**src/rtl/button_conditioner_pkg.sv**
```systemverilog
// Shared types and defaults for the pushbutton conditioner.
// Holds the per-button FSM state encoding.
package button_conditioner_pkg;

  typedef enum logic [1:0] {
    RELEASED     = 2'd0,
    PRESS_PEND   = 2'd1,
    HELD         = 2'd2,
    RELEASE_PEND = 2'd3
  } btn_state_t;

  localparam int unsigned DEF_DEBOUNCE_CYCLES = 1000000;
  localparam int unsigned DEF_MOVE_DIV        = 1666667;

endpackage

```
**src/rtl/button_conditioner_if.sv**
```systemverilog
// Raw buttons in, conditioned levels/pulses/tick out.
// slave = conditioner side, master = board/consumer side.
interface button_conditioner_if;

  logic btnU, btnD, btnL, btnR, btnC;
  logic up, down, left, right, center;
  logic up_p, down_p, left_p, right_p, center_p;
  logic move_tick;

  modport slave (
    input  btnU, btnD, btnL, btnR, btnC,
    output up, down, left, right, center,
    output up_p, down_p, left_p, right_p, center_p,
    output move_tick
  );

  modport master (
    output btnU, btnD, btnL, btnR, btnC,
    input  up, down, left, right, center,
    input  up_p, down_p, left_p, right_p, center_p,
    input  move_tick
  );

endinterface

```
**src/rtl/button_debounce.sv**
```systemverilog
// One button: 2-flop synchronizer, debounce FSM,
// registered level and single-cycle press pulse.
module button_debounce
  import button_conditioner_pkg::*;
#(
  parameter int unsigned DEBOUNCE_CYCLES = DEF_DEBOUNCE_CYCLES
) (
  input  logic clk,
  input  logic rst,
  input  logic raw,
  output logic level,
  output logic pulse
);

  localparam int CW = $clog2(DEBOUNCE_CYCLES);
  localparam logic [CW-1:0] CNT_MAX = CW'(DEBOUNCE_CYCLES - 1);

  logic          meta_q, sync_q;
  btn_state_t    state_q, state_nxt;
  logic [CW-1:0] cnt_q, cnt_nxt;
  logic          level_nxt, pulse_nxt;

  // Two-flop synchronizer for the asynchronous raw input.
  always_ff @(posedge clk or posedge rst) begin
    if (rst) begin
      meta_q <= 1'b0;
      sync_q <= 1'b0;
    end else begin
      meta_q <= raw;
      sync_q <= meta_q;
    end
  end

  // State, counter and output registers.
  always_ff @(posedge clk or posedge rst) begin
    if (rst) begin
      state_q <= RELEASED;
      cnt_q   <= '0;
      level   <= 1'b0;
      pulse   <= 1'b0;
    end else begin
      state_q <= state_nxt;
      cnt_q   <= cnt_nxt;
      level   <= level_nxt;
      pulse   <= pulse_nxt;
    end
  end

  // Next state: a change is accepted only after a stable run.
  always_comb begin
    state_nxt = state_q;
    cnt_nxt   = cnt_q;
    unique case (state_q)
      RELEASED: begin
        if (sync_q) begin
          state_nxt = PRESS_PEND;
          cnt_nxt   = '0;
        end
      end
      PRESS_PEND: begin
        if (!sync_q)
          state_nxt = RELEASED;
        else if (cnt_q == CNT_MAX)
          state_nxt = HELD;
        else
          cnt_nxt = cnt_q + CW'(1);
      end
      HELD: begin
        if (!sync_q) begin
          state_nxt = RELEASE_PEND;
          cnt_nxt   = '0;
        end
      end
      RELEASE_PEND: begin
        if (sync_q)
          state_nxt = HELD;
        else if (cnt_q == CNT_MAX)
          state_nxt = RELEASED;
        else
          cnt_nxt = cnt_q + CW'(1);
      end
    endcase
    level_nxt = (state_nxt == HELD) ||
                (state_nxt == RELEASE_PEND);
    pulse_nxt = (state_q == PRESS_PEND) &&
                (state_nxt == HELD);
  end

endmodule

```
**src/rtl/button_conditioner.sv**
```systemverilog
// Five debounced pushbuttons plus a free-running
// move_tick strobe that paces object motion.
module button_conditioner
  import button_conditioner_pkg::*;
#(
  parameter int unsigned DEBOUNCE_CYCLES = DEF_DEBOUNCE_CYCLES,
  parameter int unsigned MOVE_DIV        = DEF_MOVE_DIV
) (
  input  logic               clk,
  input  logic               rst,
  button_conditioner_if.slave bus
);

  localparam int DW = $clog2(MOVE_DIV);
  localparam logic [DW-1:0] DIV_MAX = DW'(MOVE_DIV - 1);

  logic [DW-1:0] div_q, div_nxt;
  logic          tick_q;

  button_debounce #(.DEBOUNCE_CYCLES(DEBOUNCE_CYCLES)) u_up (
    .clk(clk), .rst(rst), .raw(bus.btnU),
    .level(bus.up), .pulse(bus.up_p)
  );

  button_debounce #(.DEBOUNCE_CYCLES(DEBOUNCE_CYCLES)) u_down (
    .clk(clk), .rst(rst), .raw(bus.btnD),
    .level(bus.down), .pulse(bus.down_p)
  );

  button_debounce #(.DEBOUNCE_CYCLES(DEBOUNCE_CYCLES)) u_left (
    .clk(clk), .rst(rst), .raw(bus.btnL),
    .level(bus.left), .pulse(bus.left_p)
  );

  button_debounce #(.DEBOUNCE_CYCLES(DEBOUNCE_CYCLES)) u_right (
    .clk(clk), .rst(rst), .raw(bus.btnR),
    .level(bus.right), .pulse(bus.right_p)
  );

  button_debounce #(.DEBOUNCE_CYCLES(DEBOUNCE_CYCLES)) u_center (
    .clk(clk), .rst(rst), .raw(bus.btnC),
    .level(bus.center), .pulse(bus.center_p)
  );

  // Divider wraps at MOVE_DIV-1.
  always_comb begin
    div_nxt = div_q + DW'(1);
    if (div_q == DIV_MAX)
      div_nxt = '0;
  end

  // Tick register tracks the count it sits beside.
  always_ff @(posedge clk or posedge rst) begin
    if (rst) begin
      div_q  <= '0;
      tick_q <= 1'b0;
    end else begin
      div_q  <= div_nxt;
      tick_q <= (div_nxt == DIV_MAX);
    end
  end

  assign bus.move_tick = tick_q;

endmodule
```
**src/flat_wrapper.sv**
```systemverilog
// flat-port wrapper written by rule: the top's interface ports become plain ports
module button_conditioner_flat import button_conditioner_pkg::*;
#(
  parameter int unsigned DEBOUNCE_CYCLES = DEF_DEBOUNCE_CYCLES,
  parameter int unsigned MOVE_DIV        = DEF_MOVE_DIV
)
  (clk, rst, bus_btnU, bus_btnD, bus_btnL, bus_btnR, bus_btnC, bus_up, bus_down, bus_left, bus_right, bus_center, bus_up_p, bus_down_p, bus_left_p, bus_right_p, bus_center_p, bus_move_tick);
  button_conditioner_if bus_i ();
  input  logic clk;
  input  logic rst;
  input wire logic [$bits(bus_i.btnU)-1:0] bus_btnU;
  input wire logic [$bits(bus_i.btnD)-1:0] bus_btnD;
  input wire logic [$bits(bus_i.btnL)-1:0] bus_btnL;
  input wire logic [$bits(bus_i.btnR)-1:0] bus_btnR;
  input wire logic [$bits(bus_i.btnC)-1:0] bus_btnC;
  output wire logic [$bits(bus_i.up)-1:0] bus_up;
  output wire logic [$bits(bus_i.down)-1:0] bus_down;
  output wire logic [$bits(bus_i.left)-1:0] bus_left;
  output wire logic [$bits(bus_i.right)-1:0] bus_right;
  output wire logic [$bits(bus_i.center)-1:0] bus_center;
  output wire logic [$bits(bus_i.up_p)-1:0] bus_up_p;
  output wire logic [$bits(bus_i.down_p)-1:0] bus_down_p;
  output wire logic [$bits(bus_i.left_p)-1:0] bus_left_p;
  output wire logic [$bits(bus_i.right_p)-1:0] bus_right_p;
  output wire logic [$bits(bus_i.center_p)-1:0] bus_center_p;
  output wire logic [$bits(bus_i.move_tick)-1:0] bus_move_tick;
  assign bus_i.btnU = bus_btnU;
  assign bus_i.btnD = bus_btnD;
  assign bus_i.btnL = bus_btnL;
  assign bus_i.btnR = bus_btnR;
  assign bus_i.btnC = bus_btnC;
  assign bus_up = bus_i.up;
  assign bus_down = bus_i.down;
  assign bus_left = bus_i.left;
  assign bus_right = bus_i.right;
  assign bus_center = bus_i.center;
  assign bus_up_p = bus_i.up_p;
  assign bus_down_p = bus_i.down_p;
  assign bus_left_p = bus_i.left_p;
  assign bus_right_p = bus_i.right_p;
  assign bus_center_p = bus_i.center_p;
  assign bus_move_tick = bus_i.move_tick;
  button_conditioner #(.DEBOUNCE_CYCLES(DEBOUNCE_CYCLES), .MOVE_DIV(MOVE_DIV)) u_core (.clk(clk), .rst(rst), .bus(bus_i));
endmodule
```
**config.mk**
```make
export PLATFORM = sky130hd
export DESIGN_NAME = button_conditioner_flat
export DESIGN_NICKNAME = d
export VERILOG_FILES = /design/src/rtl/button_conditioner_pkg.sv /design/src/rtl/button_conditioner_if.sv /design/src/rtl/button_debounce.sv /design/src/rtl/button_conditioner.sv /design/src/flat_wrapper.sv
export SDC_FILE = /design/constraint.sdc
export NUM_CORES = 1
export LEC_CHECK = 0
export BUFFER_PORTS_ARGS = -buffer_cell sky130_fd_sc_hd__buf_2
export CAP_MARGIN = 15
export CELL_PAD_IN_SITES_DETAIL_PLACEMENT = 0
export CELL_PAD_IN_SITES_GLOBAL_PLACEMENT = 1
export CORE_MARGIN = 2
export CORE_UTILIZATION = 35
export DETAILED_ROUTE_END_ITERATION = 6
export PLACE_DENSITY = 0.58
export SLEW_MARGIN = 20
export SYNTH_ARGS = -nofsm -noshare
export SYNTH_HDL_FRONTEND = slang
export SYNTH_SLANG_ARGS = --single-unit
```
**constraint.sdc**
```tcl
create_clock -name clk -period 4.7 [get_ports clk]
set_clock_uncertainty 0.2 [all_clocks]
set_input_delay 0.235 -clock clk [delete_from_list [all_inputs] [get_ports clk]]
set_output_delay 0.235 -clock clk [all_outputs]
set_load 0.03 [all_outputs]
```
---- Yosys cells after proc, flatten, opt, wreduce, memory -nomap -nowiden ----
Index checks and enable logic that the tools add are counted.
storage, ports and cells
  register bits ........................... 152
  input bits .............................. 7
  output and inout bits ................... 11
  logic and storage cells ................. 176
cells by class
  $add $sub $neg .......................... 6
  equality and inequality tests ........... 52
  multiplexer cells ....................... 66
  reductions and logical operators ........ 20
operator list
  operator               count
  $mux 20                25
  $pmux 20 s4            5
  $add 20x1->20 const B  5
  $eq 20x20->1 const B   5
  $mux 2                 30
  $eq 21x21->1 const B   2
  $eq 2x2->1 const B     20
  $ne 2x2->1 const B     20
  $pmux 2 s4             5
  $add 21x1->21 const B  1
  $mux 21                1
  $reduce_and 4->1       5
  $eq 2x1->1 const B     5
  $logic_not 2->1        5
  $logic_and 1x1->1      5
  $logic_or 1x1->1       5

---- Longest topological paths before layout ----
  word-level depth ........................ 6
  depth in mapped cells ................... 9
  depth with buffers taken out ............ 8

---- By module ----
From an unflattened synthesis, not the netlist that was laid out.
second synthesis, totals
  cells, all modules ...................... 881
  area, all modules ....................... 8336.7 sq um
by module, submodules not included
  module                                 instances  cells each  area an instance (sq um)  sequential area each (sq um)
  button_debounce (u_core.u_center ...)  4          147         1372.6                    625.6
  button_debounce (u_core.u_up)          1          155         1535.2                    650.6
  button_conditioner                     1          138         1311.3                    550.5

---- Worst setup path before layout ----
OpenSTA, ideal clock, no wires.
  kind .................................... register to register
  start point ............................. register u_core.u_down.cnt_q[7]
  end point ............................... register u_core.u_down.cnt_q[19]
  setup time .............................. 0.121 ns
  data arrival time ....................... 2.162 ns
  required time ........................... 4.379 ns
  path slack .............................. 2.217 ns
  cell stages (with the launch flop) ...... 8
  path buffers ............................ 1
  period minus slack after synthesis ...... 2.483 ns
  path through ............................ dfrtp_1 > or4b_1 > or4_4 > o21ai_2 > buf_6 > nor2_2 > mux2_2 > a22o_1
on the way
  cells in the longest elaborated chain, start to end .. 4
  elaborated cells on any way between the ends .. 6
  classes of those cells .................. 1 x add/sub; 1 x eq/ne; 4 x mux
ends and longest elaborated chain
  what                                           RTL line                                      text
  from (decl)                                    button_debounce.sv:20                         logic [CW-1:0] cnt_q, cnt_nxt;
  from (signal assigned)                         button_debounce.sv:43                         cnt_q <= cnt_nxt;
  $add 20x1->20 or $eq 20x20->1 (tied branches)  n/a
  $mux 20 *                                      button_debounce.sv:63, button_debounce.sv:77
  $mux 20, on equally long branches              button_debounce.sv:75, button_debounce.sv:61
  $pmux 20 s4 *                                  button_debounce.sv:53                         unique case (state_q)
Every way passes the cells marked *; elsewhere a longest branch is shown, timed or not. The select of a mux whose other input is x is not followed.
A chain may end at the register's enable or synchronous reset.

---- Final worst setup path ----
  start point ............................. register u_core.u_down.cnt_q[7]
  end point ............................... register u_core.u_down.cnt_q[2]
on the way
  cells in the longest elaborated chain, start to end .. 4
  elaborated cells on any way between the ends .. 5
  classes of those cells .................. 1 x eq/ne; 4 x mux
ends and longest elaborated chain
  what                               RTL line
  $eq 20x20->1 *                     button_debounce.sv:63, button_debounce.sv:77
  $mux 20 *                          n/a
  $mux 20, on equally long branches  n/a
  $pmux 20 s4 *                      n/a
Marked as above.

==> results.sh <==
export IMPL_cts_path_max_buffers=2
export IMPL_power_leakage_uw=0.00366
export IMPL_clkLatencyLatePin_ns=0.42
export IMPL_ys_top_cells_by_area="dfrtp_1 (50%), nand2_1 (4.8%), nor2_1 (3.7%)"
export IMPL_globalRouteOverflowTotal=0
export IMPL_io_pins=18
export IMPL_fillCellCount=2162
export IMPL_hpwl_um=10800
export IMPL_maxSlewViolCount=0
export IMPL_ys_warn_count=0
export IMPL_seq_area_frac_synth_pct=49.8
export IMPL_synth_simple_area_share_pct=25.7
export IMPL_async_flop_share_pct=100
export IMPL_synthDistinctLibCells=59
export IMPL_wirelength_um=16100
export IMPL_die_height_um=152
export IMPL_routedWlPerCell_um=14.4
export IMPL_grt_total_usage_pct=15.3
export IMPL_synth_xor_area_share_pct=6.42
export IMPL_syn_num_nets=825
export IMPL_row_count=54
export IMPL_finalNonFillerCells=1120
export IMPL_fp_dieW_um=152
export IMPL_cp_top_family="simple AND/OR/NAND/NOR gates"
export IMPL_met2_length_um=7230
export IMPL_start_util_pct=35.4
export IMPL_yosysMostFrequentCell="dfrtp_1"
export IMPL_cap_viol_max_count=0
export IMPL_crit_chain="or4b_1 > or4_4 > o21ai_2 > inv_1 > nand2_1 > o21ai_0"
export IMPL_postCtsSetupBuffers=0
export IMPL_critPathBufInv=1
export IMPL_grt_pass1_vias=5879
export IMPL_tns_ns=0
export IMPL_setup_ws_ns=1.55
export IMPL_synth_seq_cells=152
export IMPL_slowest_delay_ns=0.62
export IMPL_fin_crit_sh_pct=67.0
export IMPL_p_per_area_mw_per_mm2=329
export IMPL_grt_pass1_wl_um=28400
export IMPL_syn_inst=811
export IMPL_antenna_found_initial=0
export IMPL_finalSetupViolCount=0
export IMPL_status="complete, no violations"
export IMPL_syn_cell_area_mm2=0.00764
export IMPL_ctsRootBufferMaster="clkbuf_16"
export IMPL_synth_mux_area_share_pct=2.83
export IMPL_synth_top_family_by_area="simple AND/OR/NAND/NOR gates"
export IMPL_ant_nets=0
export IMPL_cts_sinks=152
export IMPL_hold_violations=0
export IMPL_cts_clk_slew_worst_paths_ns=0.06
export IMPL_synth_compound_area_share_pct=11.3
export IMPL_dr_wl_met3_um=429
export IMPL_top_layer="met4"
export IMPL_vdd_drop_max_mv=0.173
export IMPL_dp_cells=1082
export IMPL_diodes=0
export IMPL_design_die_area_mm2=0.0230
export IMPL_drive_gt1_share_pct=9.40
export IMPL_tritoncts="done"
export IMPL_place_area_mm2=0.00799
export IMPL_hold_path_class="flop to flop"
export IMPL_worst_pin_slew_ns=0.913
export IMPL_post_synth_top_area_cell="dfrtp_1"
export IMPL_routed_via_density=5.26
export IMPL_holdWs_ns=0.150
export IMPL_fin_nets=841
export IMPL_required_ns=4.77
export IMPL_worstSetupEndpointType="flop"
export IMPL_worstSetupStartpointType="flop"
export IMPL_portBuffers=17
export IMPL_critPathKind="flop to flop"
export IMPL_syn_avg_cell_area_um2=9.42
export IMPL_synth_top_area_share_pct=49.8
export IMPL_final_area_mm2=0.00862
export IMPL_cts_resized=0
export IMPL_synthAdderAreaFrac_pct=1.15
export IMPL_htree_levels=4
export IMPL_ys_flop_type="dfrtp_1"
export IMPL_grt_max_degree=79
export IMPL_via_count=5891
export IMPL_gp_congestion=0.785
export IMPL_coreArea_mm2=0.0216
export IMPL_m1WireLength_um=8260
export IMPL_cp_slowest_cell="o21ai_2"
export IMPL_relSlewSlack_pct=38.9
export IMPL_min_period_ns=3.15
export IMPL_first_pass_iters=5
export IMPL_fmax_mhz=318
export IMPL_rsz0062_at_grt="no"
export IMPL_cts_inserted_buffers=17
export IMPL_drc=0
export IMPL_yosys_top_cells_count="dfrtp_1 (152), nand2_1 (98), nor2_1 (76)"
export IMPL_area_growth_syn_to_layout_pct=12.8
export IMPL_worst_path_max_fanout=20
export IMPL_cp_arrival_ns=3.22
export IMPL_preCtsSetupSlack_ns=1.55
export IMPL_drt_iter0_markers=258
export IMPL_synth_edf_count=0
## cell families after synthesis
kind of cell	Yosys count
multiplexers	20
AO/OA/AOI/OAI	139
flip-flops	152
AND/OR/NAND/NOR	383
buffers and inverters	54
adder cells (fa/ha/maj)	7
XOR/XNOR	56
## layout by cell type (no fill, tap or decap), types with 8 or more instances in the layout
master | Yosys | layout
a21o_1 | 10 | 10
a21oi_1 | 26 | 26
a22o_1 | 13 | 13
and2_1 | 8 | 8
and3_1 | 14 | 14
buf_2 | 6 | 17
clkbuf_16 | 0 | 17
dfrtp_1 | 152 | 152
inv_1 | 23 | 22
mux2_2 | 13 | 13
nand2_1 | 98 | 98
nand2b_1 | 10 | 10
nand3_1 | 47 | 47
nand4_1 | 21 | 21
nor2_1 | 76 | 76
nor3_1 | 32 | 32
nor4_1 | 11 | 11
o21ai_0 | 52 | 51
o31ai_1 | 15 | 15
xnor2_1 | 26 | 26
xor2_1 | 30 | 30
## cell type report
cell class / instances / area (um2) / area share (%)
Tap cell: 280 / 350 / 4.06
Timing Repair Buffer: 27 / 175 / 2.03
Inverter: 24 / 95.1 / 1.10
Clock inverter: 10 / 93.8 / 1.09
Multi-Input combinational cell: 605 / 3620 / 42.0
Sequential cell: 152 / 3800 / 44.1
Clock buffer: 22 / 484 / 5.61
## registers in the layout, summed over array words and instances (netlist names), 2 cells and up
register and count:
u_core.u_down.state_q 2, u_core.u_up.state_q 2, u_core.u_center.state_q 2, u_core.u_center.cnt_q 20
u_core.u_down.cnt_q 20, u_core.u_right.cnt_q 20, u_core.u_left.cnt_q 20, u_core.u_up.cnt_q 20
u_core.u_left.state_q 2, u_core.div_q 21, u_core.u_right.state_q 2
## through the flow
stage	total power [uW]	utilization, %
6_report	2840	39.9
5_1_grt	2980	39.9
4_1_cts	2890	39.9
3_5_place_dp	1530	36.9
3_3_place_gp	1520	36.9
2_1_floorplan	1490	-
## layer usage
layer / up-vias / track usage, %
met5: - / 0
met1: 2900 / 21.3
met2: 62 / 23.9
met4: 0 / 4.72
li1: 2914 / -
met3: 15 / 3.08
## repair_timing
item	4_1_cts	5_1_grt
hold endpoints to repair	81	0
setup endpoints to repair	0	0
hold buffers	6	0
## final timing paths
check,from,end,slack (ns),cells after the start
worst max-delay path,u_core.u_down.cnt_q[7],u_core.u_down.cnt_q[2],1.55,6
worst min-delay path,u_core.u_down.meta_q,u_core.u_down.sync_q,0.15,0
worst max register to register,u_core.u_down.cnt_q[7],u_core.u_down.cnt_q[2],1.55,6
worst min register to register,u_core.u_down.meta_q,u_core.u_down.sync_q,0.15,0
max in group asynchronous,rst,u_core.u_right.cnt_q[17],2.94,4
min in group asynchronous,rst,u_core.u_up.state_q[0],0.28,3
## power by group
part	leakage, uW	total, uW	internal, uW	switching [uW]
clock	0.000267	1330	785	549
sequential	0.00206	1380	1340	43.5
combinational	0.00133	121	42.1	78.6
Power figures use the tool's default switching activity.
